===== config.mk =====
export PLATFORM = sky130hd
export DESIGN_NAME = traffic_light_ctrl_n_flat
export DESIGN_NICKNAME = d
export VERILOG_FILES = /design/src/rtl/traffic_light_ctrl_n_pkg.sv /design/src/rtl/traffic_light_ctrl_n_if.sv /design/src/rtl/traffic_light_ctrl_n_bin2bcd.sv /design/src/rtl/traffic_light_ctrl_n.sv /design/src/flat_wrapper.sv
export SDC_FILE = /design/constraint.sdc
export NUM_CORES = 1
export LEC_CHECK = 0
export CAP_MARGIN = 20
export CORE_ASPECT_RATIO = 0.6
export CORE_MARGIN = 2
export CORE_UTILIZATION = 60
export CTS_CLUSTER_SIZE = 14
export DETAILED_ROUTE_END_ITERATION = 8
export GPL_ROUTABILITY_DRIVEN = 0
export GPL_TIMING_DRIVEN = 0
export PLACE_DENSITY = 0.92
export SYNTH_ARGS = -nofsm -noshare
export SYNTH_HDL_FRONTEND = slang
export SYNTH_SLANG_ARGS = --single-unit

===== constraint.sdc =====
create_clock -name CLOCK_50 -period 7.7 [get_ports CLOCK_50]
set_input_delay 1.155 -clock CLOCK_50 [delete_from_list [all_inputs] [get_ports CLOCK_50]]
set_output_delay 1.155 -clock CLOCK_50 [all_outputs]
set_load 0.05 [all_outputs]

===== src/rtl/traffic_light_ctrl_n_pkg.sv =====
// Shared definitions for the N-approach traffic light sequencer: state encoding,
// lamp bit positions, load_sel codes and reset durations.
package traffic_light_ctrl_n_pkg;

    typedef enum logic [2:0] {
        ST_IDLE   = 3'd0,
        ST_GREEN  = 3'd1,
        ST_YELLOW = 3'd2,
        ST_CLEAR  = 3'd3
`ifdef NIGHT_FLASH_EN
        ,
        ST_FLASH  = 3'd4
`endif
    } state_e;

    typedef enum logic [1:0] {
        SEL_GREEN  = 2'd0,
        SEL_YELLOW = 2'd1,
        SEL_CLEAR  = 2'd2,
        SEL_NONE   = 2'd3
    } load_sel_e;

    localparam int LAMP_R = 2;
    localparam int LAMP_Y = 1;
    localparam int LAMP_G = 0;

    localparam int DEF_GREEN_S  = 30;
    localparam int DEF_YELLOW_S = 3;
    localparam int DEF_CLR_S    = 2;

    localparam int MAX_PHASE   = 4;
    localparam int MAX_SECONDS = 99;

    function automatic logic [2:0] lamp(input logic r, input logic y, input logic g);
        logic [2:0] l;
        l         = '0;
        l[LAMP_R] = r;
        l[LAMP_Y] = y;
        l[LAMP_G] = g;
        return l;
    endfunction

endpackage


===== src/rtl/traffic_light_ctrl_n_if.sv =====
// Control/status bundle of the traffic light sequencer; master = board/bench, slave = controller.
interface traffic_light_ctrl_n_if #(
    parameter int N_PHASE = 2,
    parameter int CNT_W   = 7
);
    logic                   start;
    logic                   load;
    logic [1:0]             load_phase;
    logic [1:0]             load_sel;
    logic [CNT_W-1:0]       load_val;
    logic                   advance;
    logic                   up_down;
    logic                   mode;
    logic [3*N_PHASE-1:0]   lamps;
    logic [1:0]             active;
    logic [3:0]             bcd_tens;
    logic [3:0]             bcd_ones;
    logic                   tick;

    modport master (
        output start, load, load_phase, load_sel, load_val, advance, up_down, mode,
        input  lamps, active, bcd_tens, bcd_ones, tick
    );

    modport slave (
        input  start, load, load_phase, load_sel, load_val, advance, up_down, mode,
        output lamps, active, bcd_tens, bcd_ones, tick
    );
endinterface


===== src/rtl/traffic_light_ctrl_n_bin2bcd.sv =====
// Combinational 0..99 binary to two BCD digits for the countdown display.
module bin2bcd_99 (
    input  logic [6:0] bin_i,
    output logic [3:0] tens_o,
    output logic [3:0] ones_o
);
    logic [6:0] sat;

    always_comb begin
        sat    = (bin_i > 7'd99) ? 7'd99 : bin_i;
        tens_o = 4'(sat / 7'd10);
        ones_o = 4'(sat % 7'd10);
    end
endmodule


===== src/rtl/traffic_light_ctrl_n.sv =====
// N-approach GREEN->YELLOW->ALL-RED sequencer with loadable durations and BCD countdown.
// Optional night flash mode is built when NIGHT_FLASH_EN is defined.
module traffic_light_ctrl_n
    import traffic_light_ctrl_n_pkg::*;
#(
    parameter int N_PHASE    = 2,
    parameter int CLK_HZ     = 50_000_000,
    parameter int CNT_W      = 7,
    parameter int DEF_GREEN  = DEF_GREEN_S,
    parameter int DEF_YELLOW = DEF_YELLOW_S,
    parameter int DEF_CLR    = DEF_CLR_S
) (
    input logic                   CLOCK_50,
    input logic                   reset,
    traffic_light_ctrl_n_if.slave bus
);
    localparam int               PW        = (CLK_HZ > 1) ? $clog2(CLK_HZ) : 1;
    localparam logic [PW-1:0]    PRESC_MAX = PW'(CLK_HZ - 1);
    localparam logic [1:0]       LAST_PH   = 2'(N_PHASE - 1);
    localparam logic [CNT_W-1:0] ONE       = CNT_W'(1);
    localparam logic [CNT_W-1:0] MAXV      = CNT_W'(MAX_SECONDS);

    state_e                          state_q, state_d;
    logic [1:0]                      active_q, active_d, next_ph;
    logic [CNT_W-1:0]                rem_q, rem_d, dur_q, dur_d;
    logic [PW-1:0]                   presc_q, presc_d;
    logic                            adv_q;
    logic [MAX_PHASE-1:0][CNT_W-1:0] dur_g_q, dur_y_q, dur_c_q;
    logic [3:0]                      tens_q, ones_q, tens_w, ones_w;
    logic                            running_w, timed_w, tick_w, expire, adv_edge, load_en;
    logic [CNT_W-1:0]                load_v, disp_w;
    logic [3*N_PHASE-1:0]            lamps_w;
`ifdef NIGHT_FLASH_EN
    logic                            flash_q, flash_d;
`else
    logic                            unused_mode;
    assign unused_mode = bus.mode;
`endif

    always_comb begin
        running_w = (state_q != ST_IDLE);
        timed_w   = (state_q == ST_GREEN) || (state_q == ST_YELLOW) || (state_q == ST_CLEAR);
        tick_w    = running_w && (presc_q == PRESC_MAX);
        presc_d   = (!running_w || tick_w) ? '0 : presc_q + PW'(1);
        adv_edge  = bus.advance && !adv_q;
        expire    = timed_w && tick_w && (rem_q == ONE);
        next_ph   = (active_q == LAST_PH) ? 2'd0 : active_q + 2'd1;
        load_en   = (state_q == ST_IDLE) && bus.load && (int'(bus.load_phase) < N_PHASE);
        // 0 s would never expire, so it is promoted to the shortest real duration
        if (bus.load_val > MAXV)       load_v = MAXV;
        else if (bus.load_val == '0)   load_v = ONE;
        else                           load_v = bus.load_val;
    end

    always_comb begin
        state_d  = state_q;
        active_d = active_q;
        rem_d    = rem_q;
        dur_d    = dur_q;
`ifdef NIGHT_FLASH_EN
        flash_d  = flash_q;
`endif
        if (timed_w && tick_w && !expire) rem_d = rem_q - ONE;
        if (!bus.start) begin
            state_d  = ST_IDLE;
            active_d = '0;
            rem_d    = '0;
            dur_d    = '0;
        end else begin
            case (state_q)
                ST_IDLE: begin
                    state_d  = ST_GREEN;
                    active_d = '0;
                    rem_d    = dur_g_q[0];
                    dur_d    = dur_g_q[0];
`ifdef NIGHT_FLASH_EN
                    if (bus.mode) begin
                        state_d = ST_FLASH;
                        rem_d   = '0;
                        dur_d   = '0;
                        flash_d = 1'b1;
                    end
`endif
                end
                ST_GREEN: if (adv_edge || expire) begin
                    state_d = ST_YELLOW;
                    rem_d   = dur_y_q[active_q];
                    dur_d   = dur_y_q[active_q];
                end
                ST_YELLOW: if (expire) begin
                    state_d = ST_CLEAR;
                    rem_d   = dur_c_q[active_q];
                    dur_d   = dur_c_q[active_q];
                end
                ST_CLEAR: if (expire) begin
`ifdef NIGHT_FLASH_EN
                    if (bus.mode) begin
                        state_d = ST_FLASH;
                        rem_d   = '0;
                        dur_d   = '0;
                        flash_d = 1'b1;
                    end else
`endif
                    begin
                        state_d  = ST_GREEN;
                        active_d = next_ph;
                        rem_d    = dur_g_q[next_ph];
                        dur_d    = dur_g_q[next_ph];
                    end
                end
`ifdef NIGHT_FLASH_EN
                ST_FLASH: begin
                    if (tick_w) flash_d = ~flash_q;
                    // leave through a full clearance of the last phase so phase 0 resumes
                    if (!bus.mode) begin
                        state_d  = ST_CLEAR;
                        active_d = LAST_PH;
                        rem_d    = dur_c_q[LAST_PH];
                        dur_d    = dur_c_q[LAST_PH];
                    end
                end
`endif
                default: state_d = ST_IDLE;
            endcase
        end
    end

    always_ff @(posedge CLOCK_50) begin
        if (reset) begin
            state_q  <= ST_IDLE;
            active_q <= '0;
            rem_q    <= '0;
            dur_q    <= '0;
            presc_q  <= '0;
            adv_q    <= 1'b0;
            tens_q   <= '0;
            ones_q   <= '0;
`ifdef NIGHT_FLASH_EN
            flash_q  <= 1'b0;
`endif
            for (int p = 0; p < MAX_PHASE; p++) begin
                dur_g_q[p] <= CNT_W'(DEF_GREEN);
                dur_y_q[p] <= CNT_W'(DEF_YELLOW);
                dur_c_q[p] <= CNT_W'(DEF_CLR);
            end
        end else begin
            state_q  <= state_d;
            active_q <= active_d;
            rem_q    <= rem_d;
            dur_q    <= dur_d;
            presc_q  <= presc_d;
            adv_q    <= bus.advance;
`ifdef NIGHT_FLASH_EN
            flash_q  <= flash_d;
`endif
            if (!bus.start || !timed_w) begin
                tens_q <= '0;
                ones_q <= '0;
            end else begin
                tens_q <= tens_w;
                ones_q <= ones_w;
            end
            if (load_en) begin
                case (load_sel_e'(bus.load_sel))
                    SEL_GREEN:  dur_g_q[bus.load_phase] <= load_v;
                    SEL_YELLOW: dur_y_q[bus.load_phase] <= load_v;
                    SEL_CLEAR:  dur_c_q[bus.load_phase] <= load_v;
                    default:    ;
                endcase
            end
        end
    end

    assign disp_w = bus.up_down ? (dur_q - rem_q) : rem_q;

    bin2bcd_99 u_bcd (
        .bin_i  (7'(disp_w)),
        .tens_o (tens_w),
        .ones_o (ones_w)
    );

    always_comb begin
        for (int p = 0; p < N_PHASE; p++) begin
            lamps_w[3*p +: 3] = lamp(1'b1, 1'b0, 1'b0);
            if (2'(p) == active_q && state_q == ST_GREEN)  lamps_w[3*p +: 3] = lamp(1'b0, 1'b0, 1'b1);
            if (2'(p) == active_q && state_q == ST_YELLOW) lamps_w[3*p +: 3] = lamp(1'b0, 1'b1, 1'b0);
`ifdef NIGHT_FLASH_EN
            if (state_q == ST_FLASH) lamps_w[3*p +: 3] = lamp(1'b0, flash_q, 1'b0);
`endif
        end
    end

    assign bus.lamps    = lamps_w;
    assign bus.active   = active_q;
    assign bus.bcd_tens = tens_q;
    assign bus.bcd_ones = ones_q;
    assign bus.tick     = tick_w;

endmodule

===== src/flat_wrapper.sv =====
// flat-port wrapper written by rule: the top's interface ports become plain ports
module traffic_light_ctrl_n_flat import traffic_light_ctrl_n_pkg::*;
#(
    parameter int N_PHASE    = 2,
    parameter int CLK_HZ     = 50_000_000,
    parameter int CNT_W      = 7,
    parameter int DEF_GREEN  = DEF_GREEN_S,
    parameter int DEF_YELLOW = DEF_YELLOW_S,
    parameter int DEF_CLR    = DEF_CLR_S
)
  (CLOCK_50, reset, bus_start, bus_load, bus_load_phase, bus_load_sel, bus_load_val, bus_advance, bus_up_down, bus_mode, bus_lamps, bus_active, bus_bcd_tens, bus_bcd_ones, bus_tick);
  traffic_light_ctrl_n_if #(.N_PHASE(N_PHASE), .CNT_W(CNT_W)) bus_i ();
  input logic CLOCK_50;
  input logic reset;
  input wire logic [$bits(bus_i.start)-1:0] bus_start;
  input wire logic [$bits(bus_i.load)-1:0] bus_load;
  input wire logic [$bits(bus_i.load_phase)-1:0] bus_load_phase;
  input wire logic [$bits(bus_i.load_sel)-1:0] bus_load_sel;
  input wire logic [$bits(bus_i.load_val)-1:0] bus_load_val;
  input wire logic [$bits(bus_i.advance)-1:0] bus_advance;
  input wire logic [$bits(bus_i.up_down)-1:0] bus_up_down;
  input wire logic [$bits(bus_i.mode)-1:0] bus_mode;
  output wire logic [$bits(bus_i.lamps)-1:0] bus_lamps;
  output wire logic [$bits(bus_i.active)-1:0] bus_active;
  output wire logic [$bits(bus_i.bcd_tens)-1:0] bus_bcd_tens;
  output wire logic [$bits(bus_i.bcd_ones)-1:0] bus_bcd_ones;
  output wire logic [$bits(bus_i.tick)-1:0] bus_tick;
  assign bus_i.start = bus_start;
  assign bus_i.load = bus_load;
  assign bus_i.load_phase = bus_load_phase;
  assign bus_i.load_sel = bus_load_sel;
  assign bus_i.load_val = bus_load_val;
  assign bus_i.advance = bus_advance;
  assign bus_i.up_down = bus_up_down;
  assign bus_i.mode = bus_mode;
  assign bus_lamps = bus_i.lamps;
  assign bus_active = bus_i.active;
  assign bus_bcd_tens = bus_i.bcd_tens;
  assign bus_bcd_ones = bus_i.bcd_ones;
  assign bus_tick = bus_i.tick;
  traffic_light_ctrl_n #(.N_PHASE(N_PHASE), .CLK_HZ(CLK_HZ), .CNT_W(CNT_W), .DEF_GREEN(DEF_GREEN), .DEF_YELLOW(DEF_YELLOW), .DEF_CLR(DEF_CLR)) u_core (.CLOCK_50(CLOCK_50), .reset(reset), .bus(bus_i));
endmodule

# After elaboration in Yosys (flattened, before gate mapping)
# Index checks and enable logic that the tools add are counted.
# word_totals
regBits	138
latchBits	0
mem_bits_rw	0
romBits	0
inputBits	18
output_inout_bits	17
wordCells	119
mem_count	0
# op_classes
addsub	4
n_mul	0
div_mod_pow	2
n_lt_le_gt_ge	7
n_eq_ne	12
shift	0
n_mux	35
bitwise	1
n_reduce_logical	38
# op_table
op	n
$mux 7	15
$bwmux 28	3
$pmux 7 s4	2
$bmux 7 s2	3
$add 26x1->26 const B	1
$eq 26x26->1 const B	1
$mux 3	7
$demux 7 s2	1
$gt 7x7->1 const B	2
$logic_and 1x1->1	12
$pmux 3 s4	1
$lt 2x3->1 const B	3
$reduce_and 2->1	4
$div 7x4->7 const B	1
$eq 7x1->1 const B	1
$logic_not 7->1	1
$mod 7x4->7 const B	1
$sub 7x1->7 const B	1
$sub 7x7->7	1
$eq 3x2->1 const B	2
$ne 2x1->1 const B	3
$reduce_or 2->1	3
$logic_not 1->1	5
$logic_or 1x1->1	5
other kinds (17)	20

# Longest topological paths before layout
# Gate-level depths: netlist of the first run.
# depth
ltp_word	10
mapped_depth	29
ltp_nobuf	28

# By module
# A second synthesis of the first run with hierarchy kept.
# hier_totals
hier_cells	753
area_unflattened_um2	6690.2
# modules_own_cells
module	instances	cells_per_inst	area_per_inst_um2
traffic_light_ctrl_n	1	662	6043.3
bin2bcd_99	1	91	646.9

# Worst setup path before layout of the first run
# Ideal clock, no wire load.
# synth_timing
path_type	register to register
from	register u_core.rem_q[0]
to	register u_core.ones_q[2], in the netlist u_core.bus.bcd_ones[2]
setup_time_ns	0.070
arrival_ns	5.539
t_required_ns	7.630
slack_ns	2.091
stages_incl_launch_ff	29
path_buffers	1
synth_period_minus_slack_ns	5.609
path_cell_list	dfxtp_1 ha_1 inv_1 fa_1 a21o_1 a221oi_4 mux2i_4 xnor2_2 nor2_1 nor2_1 ha_1 clkbuf_1 nor3_1 o21a_1 or2_2 ha_1 inv_1 o2111ai_1 nor4_1 a41o_2 nor4_1 and4b_2 o21ai_0 inv_1 ha_1 inv_1 a2bb2oi_4 a21o_2 a21oi_1
# synth_between
elab_chain_cells	5
# synth_rtl
element	line	text
start: declaration	traffic_light_ctrl_n.sv:25	logic [CNT_W-1:0] rem_q, rem_d, dur_q, dur_d;
start signal: assignment	traffic_light_ctrl_n.sv:149	rem_q <= rem_d;
$sub 7x7->7	traffic_light_ctrl_n.sv:174	assign disp_w = bus.up_down ? (dur_q - rem_q) : rem_q;
$mux 7 (*)	traffic_light_ctrl_n.sv:174	
$gt 7x7->1	traffic_light_ctrl_n_bin2bcd.sv:10	sat = (bin_i > 7'd99) ? 7'd99 : bin_i;
$mux 7 (*)	traffic_light_ctrl_n_bin2bcd.sv:10	
$mod 7x4->7 (*)	traffic_light_ctrl_n_bin2bcd.sv:12	ones_o = 4'(sat % 7'd10);
end signal: assignment	traffic_light_ctrl_n.sv:161	ones_q <= ones_w;
end: declaration	traffic_light_ctrl_n.sv:29	logic [3:0] tens_q, ones_q, tens_w, ones_w;
# Mark *: on every way between the ends. The rest lies on a longest branch, timed or not.
# A chain may end at the register's enable or synchronous reset.

# Final worst setup path of the first run
# layout_timing
from	input bus_up_down
to	register u_core.ones_q[2], in the netlist u_core.bus.bcd_ones[2]
# layout_between
elab_chain_cells	4
# layout_rtl
element	line	text
start: declaration	flat_wrapper.sv:21	input wire logic [$bits(bus_i.up_down)-1:0] bus_up_down;
$mux 7 (*)	traffic_light_ctrl_n.sv:174	
$gt 7x7->1	traffic_light_ctrl_n_bin2bcd.sv:10	
$mux 7 (*)	traffic_light_ctrl_n_bin2bcd.sv:10	
$mod 7x4->7 (*)	traffic_light_ctrl_n_bin2bcd.sv:12	
# Marked as above.

==> flow_metrics.tcl, run 1 <==
set metrics [dict create \
    async_reset_ff_share_pct 0 \
    fin_area_um2 7760 \
    place_inst 937 \
    power_frac_seq_pct 37.0 \
    post_drt_via_cell_ratio 6.33 \
    synth_nets 802 \
    wirelength_um 18100 \
    synth_compound_area_share_pct 14.5 \
    drt_first_iter_violations 760 \
    diodes 0 \
    fmax_ghz 0.144 \
    synth_mux_area_share_pct 9.20 \
    vias 6138 \
    regArea_um2 2600 \
    dp_hpwl_um 12100 \
    hold_violations 0 \
    p_clk_share_pct 42.7 \
    grt_pass1_vias 5567 \
    reg2reg_depth 28 \
    synthTopCellsByArea "dfxtp_1, nor2_1, mux4_2" \
    fp.dieW_um 140 \
    cts_buffers 17 \
    internal_power_uw 1310 \
    area_delta_synth_final_pct 16.1 \
    cts_root_buffer "clkbuf_16" \
    hp-class "register to register" \
    rsz0062_at_grt "false" \
    p_switching_uw 562 \
    grt_pass1_wl_um 28600 \
    cap_violations 0 \
    synth-edff-count 0 \
    synth_xor_area_share_pct 4.55 \
    yosys.area.top_type "dfxtp_1" \
    numPortBuffers 31 \
    ys_ff_latch 130 \
    total_leakage_power_uw 0.00286 \
    ant_nets 0 \
    io_pins 35 \
    critPathRequiredTime_ns 8.05 \
    grtUsageTotal_pct 30.4 \
    synth.avg_cell_area_um2 8.72 \
    grt_overflow 0 \
    synthCells 766 \
    finalMaxSlewViolations 0 \
    wire_per_inst_um 18.7 \
    nNetsFinal 853 \
    nFillCells 724 \
    final_common_cell "dfxtp_1" \
    final.setup.tns_ns 0 \
    cts_tree "built" \
    switching_share_pct 30.0 \
    multiInputGateArea_um2 3850 \
    yosysWarnings 0 \
    slew_headroom_pct 29.6 \
    clk_latency_ns 0.43 \
    row_count 29 \
    setup_violations 0 \
    drc 0 \
    stdcell_count 969 \
    synth_ff_type "dfxtp_1" \
    firstDrtPassIters 5 \
    place_area_um2 7170 \
    comb_power_share_pct 20.3 \
    r2r_slack_ns 0.92 \
    synth_cell_types 74 \
    powerDensity_nw_per_um2 242 \
    grt_antenna_before_repair 0 \
    irDropWorstVdd_mv 0.158 \
    htree_levels 4 \
    yosys.area_share.simple_pct 25.8 \
    clock_path_buffers 2 \
    status "finished clean" \
    drive_gt1_share_pct 9.76 \
    postCtsHoldBufs 0 \
    die-area_um2 12000 \
    grt_max_degree 17 \
    start_util_pct 62.4 \
    yosysTopAreaCellShare_pct 39.0 \
    period_needed_ns 6.93 \
    path_max_fanout 10 \
    fin_crit_sh_pct 89.9 \
    cts_setup_buffers 0 \
    syn-cell-area_um2 6680 \
    clock_skew_ns 0.00798 \
    critPathArrivalTime_ns 7.28 \
    clk_pin_slew_ns 0.06 \
    critPathKind "input port to register" \
    tightest_slew_ns 1.05 \
    end_kind "register" \
    cts_sinks 130 \
    cts_resized 0 \
    final_cell_mix "dfxtp_1, nor2_1, nand2_1" \
    crit_path_start_kind "input port" \
    holdPathStages 1 \
    synth_top_family_by_area "simple AND/OR/NAND/NOR gates" \
    dieHeight_um 85.7 \
    yosys.area_share.adder_pct 3.48 \
    yosysSeqAreaShare_pct 39.0 \
    core-area_um2 10700 \
]
[final timing paths]
path | startpoint | end
worst max register to register | u_core.rem_q[0]$_SDFF_PP0_ | u_core.bus.bcd_ones[2]$_SDFF_PP0_
worst min-delay path | u_core.dur_g_q[25]$_SDFFE_PP1P_ | u_core.dur_g_q[25]$_SDFFE_PP1P_
worst min register to register | u_core.dur_g_q[25]$_SDFFE_PP1P_ | u_core.dur_g_q[25]$_SDFFE_PP1P_
worst max-delay path | bus_up_down | u_core.bus.bcd_ones[2]$_SDFF_PP0_
[power groups by stage]
stage / combinational, µW / sequential (µW) / clock, µW
floorplan: 273 / 712 / 0
global placement: 353 / 706 / 0
detailed placement: 359 / 706 / 0
CTS: 367 / 692 / 797
global route: 408 / 693 / 829
finish: 381 / 693 / 800
[cells in the mapped netlist, types with 8 or more instances]
master	instances
o21ai_0	25
or2_2	15
mux2i_1	25
dfxtp_1	130
and2_1	11
a211o_1	14
nor2_1	121
and3_1	9
nand3_1	16
inv_1	18
ha_1	17
nor2b_1	38
clkbuf_1	34
nand2b_1	8
xor2_1	18
xnor2_1	13
a21oi_1	40
mux4_2	14
nand2_1	64
nor3_1	20
[registers in the layout, summed over array words and instances, names as in the netlist]
| signal | cells |
|---|---|
| u_core.bus.bcd_tens | 4 |
| u_core.rem_q | 7 |
| u_core.adv_q | 1 |
| u_core.dur_y_q | 28 |
| u_core.bus.active | 2 |
| u_core.presc_q | 26 |
| u_core.bus.bcd_ones | 4 |
| u_core.dur_c_q | 28 |
| u_core.state_q | 2 |
| u_core.dur_q | 7 |
| u_core.dur_g_q | 21 |
[metal layers]
metal  vias to the layer above  share of wire, %  GRT usage (%)
li1                       2802                 -              -
met1                      2883                44           42.6
met3                        62                12           9.21
met2                       391                41           44.3
met4                         0               2.7           12.3
met5                         -                 0              0
[through the flow]
step                setup slack, ns  utilization (%)  total power, µW  hold slack (ns)
finish                        0.775             72.5             1870            0.448
global route                  0.411             72.5             1930            0.457
CTS                           0.987             72.5             1860            0.445
detailed placement            0.682             67.0             1070            0.426
global placement              0.749             66.9             1060            0.424
floorplan                      2.09                -              985            0.411
[final cells by class]
cell class,count,area share (%)
buffer,41,2.05
clock buffer,18,5.53
clock inverter,14,1.97
inverter,19,0.920
multi-input combinational,576,49.6
sequential,130,33.6
tap,139,2.24
timing repair buffer,32,4.15
[kinds of logic after synthesis]
kind of cell,count (synthesis)
simple gates,344
compound gates,139
flops,130
buf+inv,60
mux,42
xor+xnor,33
fa+ha+maj,18
[critical path, cell delays in order]
cell	delay, ns
clkdlybuf4s50_1	0.59
buf_4	0.22
inv_1	0.09
nor2_1	0.27
mux2i_1	0.16
nand2_1	0.17
clkinv_1	0.26
nor2_1	0.24
nor2_1	0.07
ha_1	0.19
clkbuf_1	0.21
nor3_1	0.56
o21a_1	0.23
or2_2	0.13
ha_1	0.29
inv_1	0.17
o2111ai_1	0.16
nor4_1	0.08
a41o_2	0.25
nor4_1	0.27
and4b_2	0.32
o21ai_0	0.37
inv_1	0.08
ha_1	0.22
inv_1	0.10
a2bb2oi_4	0.08
a21o_2	0.20
a21oi_1	0.11
(Power assumes the default switching activity.)
==> run 2: changes to the inputs <==
- TNS_END_PERCENT: unset -> 1
- clock period: 7.7 -> 6.6 ns (I/O delays scaled with it)
==> run 2 against run 1 <==
Effect of this change:
- combinational power rose by 23%
- first-iteration DRC count fell by 3.7%
- global-route usage rose by 0.085 points
- setup slack got worse by 0.56 ns
- die area did not move
- register-to-register slack got worse by 0.67 ns
- final area rose by 0.79%
- largest power group unchanged
- critical endpoint unchanged
- wire length rose by 3.3%
==> flow_metrics.tcl, run 2 (synthesis gave the netlist of run 1 again) <==
set metrics [dict create \
    ant_nets 0 \
    p_clk_share_pct 42.3 \
    clk_latency_ns 0.43 \
    grtUsageMet2_pct 44.4 \
    hold_violations 0 \
    row_count 29 \
    grt_overflow 0 \
    vias 6206 \
    irDropWorstVdd_mv 0.186 \
    cts_tree "built" \
    nNetsFinal 858 \
    cts_root_buffer "clkbuf_16" \
    grt_max_degree 17 \
    comb_power_share_pct 21.2 \
    setup_violations 0 \
    end_kind "register" \
    fin_crit_sh_pct 96.8 \
    final_common_cell "dfxtp_1" \
    diodes 0 \
    grt_antenna_before_repair 0 \
    htree_levels 4 \
    clock_path_buffers 2 \
    drt_first_iter_violations 732 \
    core-area_um2 10700 \
    finalMaxSlewViolations 0 \
    final.setup.tns_ns 0 \
    critPathRequiredTime_ns 6.96 \
    nFillCells 726 \
    path_max_fanout 10 \
    cap_violations 0 \
    hp-class "register to register" \
    power_frac_seq_pct 36.5 \
    status "finished clean" \
    powerDensity_nw_per_um2 283 \
    holdWs_ns 0.444 \
    wire_per_inst_um 19.2 \
    start_util_pct 62.4 \
    postCtsHoldBufs 0 \
    p_switching_uw 670 \
    area_delta_synth_final_pct 17.0 \
    grt-busiest-layer "met2" \
    die-area_um2 12000 \
    multiInputGateArea_um2 3870 \
    drive_gt1_share_pct 10.8 \
    crit_path_start_kind "input port" \
    slew_headroom_pct 32.2 \
    clock_skew_ns 0.00953 \
    regArea_um2 2600 \
    crit_slowest_cell "clkdlybuf4s50_1" \
    cp_slowest_stage_delay_ns 0.59 \
    drc 0 \
    use_met1_pct 42.7 \
    tightest_slew_ns 1.01 \
    grt_pass1_wl_um 28700 \
    grtUsageTotal_pct 30.5 \
    critPathKind "input port to register" \
    switching_share_pct 30.3 \
    cts_sinks 130 \
    firstDrtPassIters 8 \
    internal_power_uw 1540 \
    dp_hpwl_um 12100 \
    cp_common_cell "inv_1" \
    grt_use_met3_pct 9.21 \
    clk_pin_slew_ns 0.06 \
    wirelength_um 18700 \
    fmax_ghz 0.157 \
    critPathArrivalTime_ns 6.74 \
    cts_buffers 17 \
    grt_pass1_vias 5566 \
    dieHeight_um 85.7 \
    post_drt_via_cell_ratio 6.37 \
    total_leakage_power_uw 0.00289 \
    fp.dieW_um 140 \
    reg_top3 "u_core.dur_c_q x28, u_core.dur_y_q x28, u_core.presc_q x26" \
    final_cell_mix "dfxtp_1, nor2_1, nand2_1" \
    period_needed_ns 6.39 \
    numPortBuffers 31 \
    io_pins 35 \
]
run 2: layer usage:
metal	up-vias	part of all wire (%)
met5	-	0
met4	0	2.9
met3	74	11
met2	404	41
met1	2925	44
li1	2803	-
run 2: timing repair:
action / in CTS / in global routing
setup endpoints to repair: 1 / 4
resized for setup: 1 / 6
buffers inserted: 0 / 5
pin swaps: 0 / 1
run 2: power groups by stage:
stage          sequential [µW]  combinational (µW)  clock (µW)
3_3_place_gp               824                 411           0
2_1_floorplan              831                 319           0
6_report                   808                 469         935
3_5_place_dp               824                 418           0
4_1_cts                    807                 430         930
5_1_grt                    809                 499         967
run 2: cell type report:
| cell class | instances | area share (%) |
|---|---|---|
| buffer | 41 | 2.03 |
| clock inverter | 14 | 1.95 |
| timing repair buffer | 37 | 4.59 |
| clock buffer | 18 | 5.49 |
| sequential | 130 | 33.3 |
| inverter | 19 | 0.960 |
| multi-input combinational | 576 | 49.5 |
| tap | 139 | 2.22 |
run 2: path summary, 6_finish.rpt:
check / from / endpoint / slack [ns] / depth (start not counted)
setup / recovery: bus_up_down / u_core.bus.bcd_ones[2]$_SDFF_PP0_ / 0.21 / 28
hold / removal: u_core.dur_g_q[25]$_SDFFE_PP1P_ / u_core.dur_g_q[25]$_SDFFE_PP1P_ / 0.44 / 1
setup reg to reg: u_core.rem_q[0]$_SDFF_PP0_ / u_core.bus.bcd_ones[2]$_SDFF_PP0_ / 0.25 / 28
hold reg to reg: u_core.dur_g_q[25]$_SDFFE_PP1P_ / u_core.dur_g_q[25]$_SDFFE_PP1P_ / 0.44 / 1
run 2: worst max-delay path: cells and delay by family:
family | cells | cell delay (ns)
buffers and inverters | 8 | 1.76
and+or+nand+nor | 9 | 1.84
muxes | 1 | 0.17
adders and majority gates | 3 | 0.72
AOI/OAI and AO/OA | 7 | 1.29
run 2: through the flow:
| step | instance area (µm²) | power (µW) | util (%) | setup slack, ns | instances |
|---|---|---|---|---|---|
| final | 7820 | 2210 | 73.0 | 0.212 | 974 |
| after global routing | 7820 | 2280 | 73.0 | -0.0378 | 974 |
| after CTS | 7760 | 2170 | 72.5 | 0.111 | 969 |
| after detailed placement | 7170 | 1240 | 67.0 | -0.253 | 937 |
| after global placement | 7160 | 1230 | 66.9 | -0.186 | 936 |
| after floorplan | 6680 | 1150 | - | 0.991 | 766 |
